**src/rtl/mem_arbiter.sv**
```systemverilog
// rtl/mem_arbiter.sv - two-port round-robin arbiter and sequencer for the single-port line memory
module mem_arbiter #(
  parameter int BITSIZE          = 32,
  parameter int N_WORDS_PER_ADDR = 4,
  parameter int TIMEOUT          = 16,
  localparam int LINE_W          = N_WORDS_PER_ADDR * BITSIZE
) (
  input  logic              clk,
  input  logic              reset_i,
  input  logic [1:0]        req_i,
  input  logic [31:0]       addr0_i,
  input  logic [31:0]       addr1_i,
  input  logic [LINE_W-1:0] wdata0_i,
  input  logic [LINE_W-1:0] wdata1_i,
  input  logic [1:0]        store_i,
  output logic [1:0]        gnt_o,
  output logic [1:0]        done_o,
  output logic              err_o,
  output logic [LINE_W-1:0] rdata_o,
  output logic [31:0]       mem_addr_o,
  output logic [LINE_W-1:0] mem_data_o,
  output logic              mem_store_o,
  output logic              mem_valid_o,
  input  logic [LINE_W-1:0] mem_data_i,
  input  logic              mem_valid_i
);

  // Counter is wide enough to hold TIMEOUT-1; a one-bit counter covers TIMEOUT=1.
  localparam int CW = (TIMEOUT > 1) ? $clog2(TIMEOUT) : 1;
  localparam logic [CW-1:0] CNT_LAST = CW'(TIMEOUT - 1);

  typedef enum logic [1:0] {IDLE, ACCESS, RESP} state_t;

  state_t        state;
  logic          last_grant;
  logic          id;
  logic [CW-1:0] cnt;
  logic          win;
  logic          any_req;

  // Round-robin winner: on a tie the port that was not served last goes first.
  always_comb begin
    any_req = |req_i;
    win     = 1'b0;
    if (req_i == 2'b11) begin
      win = ~last_grant;
    end else begin
      win = req_i[1];
    end
    gnt_o = 2'b00;
    if (state == IDLE && !reset_i && any_req) begin
      gnt_o = win ? 2'b10 : 2'b01;
    end
  end

  // Sequencer: latch the winning command, hold the memory handshake, report completion.
  always_ff @(posedge clk) begin
    if (reset_i) begin
      state       <= IDLE;
      last_grant  <= 1'b1;
      id          <= 1'b0;
      cnt         <= '0;
      done_o      <= 2'b00;
      err_o       <= 1'b0;
      rdata_o     <= '0;
      mem_addr_o  <= '0;
      mem_data_o  <= '0;
      mem_store_o <= 1'b0;
      mem_valid_o <= 1'b0;
    end else begin
      case (state)
        IDLE: begin
          done_o <= 2'b00;
          err_o  <= 1'b0;
          if (any_req) begin
            mem_addr_o  <= win ? addr1_i : addr0_i;
            mem_data_o  <= win ? wdata1_i : wdata0_i;
            mem_store_o <= store_i[win];
            id          <= win;
            last_grant  <= win;
            cnt         <= '0;
            mem_valid_o <= 1'b1;
            state       <= ACCESS;
          end
        end
        ACCESS: begin
          if (mem_valid_i) begin
            if (!mem_store_o) begin
              rdata_o <= mem_data_i;
            end
            mem_valid_o <= 1'b0;
            done_o      <= id ? 2'b10 : 2'b01;
            err_o       <= 1'b0;
            state       <= RESP;
          end else if (cnt == CNT_LAST) begin
            mem_valid_o <= 1'b0;
            done_o      <= id ? 2'b10 : 2'b01;
            err_o       <= 1'b1;
            state       <= RESP;
          end else begin
            cnt <= cnt + CW'(1);
          end
        end
        RESP: begin
          done_o <= 2'b00;
          err_o  <= 1'b0;
          state  <= IDLE;
        end
        default: begin
          state <= IDLE;
        end
      endcase
    end
  end

endmodule

```
**config.mk**
```make
export PLATFORM = sky130hd
export DESIGN_NAME = mem_arbiter
export DESIGN_NICKNAME = d
export VERILOG_FILES = /design/src/rtl/mem_arbiter.sv
export SDC_FILE = /design/constraint.sdc
export NUM_CORES = 1
export LEC_CHECK = 0
export BUFFER_PORTS_ARGS = -buffer_cell sky130_fd_sc_hd__buf_4
export CELL_PAD_IN_SITES_DETAIL_PLACEMENT = 0
export CELL_PAD_IN_SITES_GLOBAL_PLACEMENT = 1
export CORE_AREA = 2 2 291 293
export CTS_CLUSTER_DIAMETER = 80
export DETAILED_ROUTE_END_ITERATION = 10
export DIE_AREA = 0 0 293 295
export PLACE_DENSITY_LB_ADDON = 0.1
export SLEW_MARGIN = 10
export SYNTH_ARGS = -nofsm -noshare
export SYNTH_HDL_FRONTEND = slang
export SYNTH_SLANG_ARGS = --single-unit
```
**constraint.sdc**
```tcl
create_clock -name clk -period 2.15 [get_ports clk]
set_input_delay 0.3225 -clock clk [delete_from_list [all_inputs] [get_ports clk]]
set_output_delay 0.3225 -clock clk [all_outputs]
set_load 0.005 [all_outputs]
```
==> results.py <==
metrics = {
    "run_status": {
        "status": "complete, no violations",
    },
    "yosys": {
        "syn_nets": 1808,
        "syn_area_um2": 12200,
        "synth.top_cell.area_share": 0.493,
        "post_synth_inst_count": 1352,
        "synthTopCellsByArea": "dfxtp_1 49%, mux2i_1 13%, a21oi_1 12%",
        "synth_flop_cell": "dfxtp_1",
        "yosys.area_share.simple": 0.0906,
        "ys_ff_latch": 301,
        "syn_avg_cell_area_um2": 9.05,
        "yosysTopAreaCell": "dfxtp_1",
        "ys_types": 37,
        "synth_seq_area_share": 0.493,
        "synthMuxAreaShare": 0.132,
        "synth_compound_area_frac": 0.231,
        "synth_xor_area_frac": 0,
        "ys_async_sr_fraction": 0,
        "synth_edf_count": 0,
        "synth-adder-area-share": 0.00102,
        "synth_top_family_by_area": "compound AO/OA/AOI/OAI gates",
        "yosys_warnings": 0,
    },
    "floorplan": {
        "initial_utilization": 0.147,
        "io_pins": 750,
        "die_area_um2": 86400,
        "die_width_um": 293,
        "core_um2": 83200,
        "rows": 106,
        "die_h_um": 295,
    },
    "drt": {
        "routedWlPerCell_um": 20.4,
        "wirelength_um": 67300,
        "drt_iter0_markers": 374,
        "postRouteAntennaNets": 0,
        "vias": 13265,
        "viasPerCell": 4.03,
        "drcViolationCount": 0,
        "first_pass_iters": 7,
    },
    "critical_path": {
        "slowest_stage": "dfxtp_1",
        "critical_path_buf_inv_count": 2,
        "r2r_setup_slack_ps": 480,
        "timing.rr.start": "last_grant",
        "cp.arrival_ps": 1720,
        "timing.rr.end": "mem_data_o[80]",
        "startpoint": "last_grant",
        "cp-end-kind": "output port",
        "cp_max_fo": 14,
        "crit_end": "gnt_o[1]",
        "max_stage_delay_ps": 350,
        "cp.required_ps": 1830,
        "worstSetupPathType": "reg -> out",
        "crit_path_cell_trace": "a21boi_4, buf_6, and3_1, buf_4",
        "critPathTopFamily": "buffers and inverters",
        "startpoint_type": "flop",
        "rr_worst_depth": 6,
        "cp_num_cells": 4,
    },
    "global_routing": {
        "track_usage": 0.147,
        "antenna_found_initial": 3,
        "grt_pass1_vias": 13676,
        "grt_pass1_wl_um": 94300,
        "overflow": 0,
        "grt_start_max_net_pins": 70,
    },
    "run": {
        "maxCapViolations": 0,
    },
    "placed_design": {
        "hpwlAfterDp_um": 51400,
        "gp_congestion": 0.793,
        "placed_area_um2": 19300,
        "place.port_buffers": 749,
    },
    "sta": {
        "period_share": 0.950,
        "finalSetupTns_ps": 0,
        "maxSlewViolCount": 0,
        "hold_ws_ps": 34.8,
        "max_slew_margin": 0.622,
        "fmax_mhz": 490,
        "rsz0062_at_grt": "no",
        "finalCriticalPeriod_ps": 2040,
        "hold_violations": 0,
        "worstMarginPinSlew_ps": 567,
        "skew_ps": 17.3,
        "setup_viol": 0,
    },
    "finish": {
        "layout_commonest_cell": "buf_4",
        "final_cell_mix": "772 x buf_4, 299 x dfxtp_1, 294 x a21oi_1",
        "area_growth_pct": 79.4,
        "final_nets": 2637,
        "fin_area_um2": 21900,
        "drive_above_1_share": 0.396,
    },
    "cts": {
        "cts_tree": "built",
        "numCtsBuffers": 43,
        "clock_latency_ps": 560,
        "clock_sinks": 301,
        "clock_path_buffers": 3,
        "clk_pin_slew_worst_paths_ps": 60,
        "root_buffer": "clkbuf_16",
        "cts_max_level": 2,
    },
    "power_and_ir_drop": {
        "power_w": 0.0171,
        "power_leakage_nw": 9.36,
        "power.density_nw_per_um2": 781,
        "ir_drop_v": 0.000533,
    },
    "worst_hold_path": {
        "hold_path.class": "in -> reg",
        "holdPathStages": 3,
        "worstHoldStart": "mem_data_i[32]",
    },
}
area by class of cell:
class / count / area [um^2]
fillers: 9027 / 61200
repair buffers: 919 / 7540
flip-flops and latches: 301 / 6030
multi-input cells: 914 / 5600
well taps: 1080 / 1350
clock buffers: 68 / 1290
clock inverters: 9 / 114
inverters: 2 / 7.51
diodes: 2 / 5.00
metal layers:
metal  part of all wire  up-vias  global-route usage
met5                  0        -                   0
met2               0.51      403               0.266
li1                   -     6509                   -
met1               0.40     6264               0.166
met3              0.063       89              0.0385
met4              0.029        0              0.0503
synthesized netlist by cell type, types with 3 or more instances:
| master | instances |
|---|---|
| nor2_1 | 3 |
| a31o_2 | 3 |
| a21oi_1 | 294 |
| dfxtp_1 | 301 |
| buf_2 | 39 |
| buf_4 | 22 |
| a31oi_1 | 3 |
| buf_1 | 6 |
| mux2i_1 | 161 |
| nand2b_1 | 3 |
| clkbuf_1 | 66 |
| nand3_1 | 4 |
| a211oi_1 | 162 |
| nand2_1 | 256 |
where the power goes:
part | total [W] | internal (W) | leakage, nW | switching (W)
sequential | 0.00635 | 0.00606 | 2.48 | 0.000285
clock | 0.00715 | 0.00435 | 0.691 | 0.00281
combinational | 0.00363 | 0.00193 | 6.20 | 0.00171
total | 0.0171 | 0.0123 | 9.36 | 0.00480
worst min-delay path by stage:
| stage | to | slack (ps) |
|---|---|---|
| global placement | rdata_o[64] | 440 |
| detailed placement | rdata_o[94] | 450 |
| CTS | rdata_o[57] | 0.4 |
| global route | rdata_o[32] | 20 |
| finish | rdata_o[32] | 30 |
| floorplan | done_o[0] | 440 |
worst min-delay path, delay by kind of cell:
kind,cells,cell delay (ps)
buffers and inverters,1,80
AO/OA/AOI/OAI,1,110
AND/OR/NAND/NOR,1,60
cells by family (layout without fill, tap and decap cells):
group                      Yosys count  after routing
AOI/OAI and AO/OA                  473            473
adders and majority gates            1              1
buffers and inverters              137            998
DFF                                301            301
muxes                              161            161
other                                0              2
and+or+nand+nor                    279            279
registers in the layout (all words and copies together) (netlist names):
| signal | count |
|---|---|
| done_o | 2 |
| state | 2 |
| err_o | 1 |
| mem_valid_o | 1 |
| mem_addr_o | 32 |
| id | 1 |
| mem_store_o | 1 |
| last_grant | 1 |
| cnt | 4 |
| mem_data_o | 128 |
| rdata_o | 128 |
stage by stage:
stage / util / instances / setup slack [ps]
4_1_cts: 0.264 / 3293 / 0.186
5_1_grt: 0.264 / 3295 / 0.495
3_3_place_gp: 0.232 / 3098 / 387
3_5_place_dp: 0.232 / 3098 / 361
6_report: 0.264 / 3295 / 108
2_1_floorplan: - / 1352 / 624
repair_timing:
action	in CTS	in global routing
gates cloned	0	0
setup endpoints to repair	2	1
gates resized for setup	3	2
buffers inserted	0	0
hold buffers	118	0
hold endpoints to repair	118	0
Note: power is estimated with default switching activity, not from simulation.
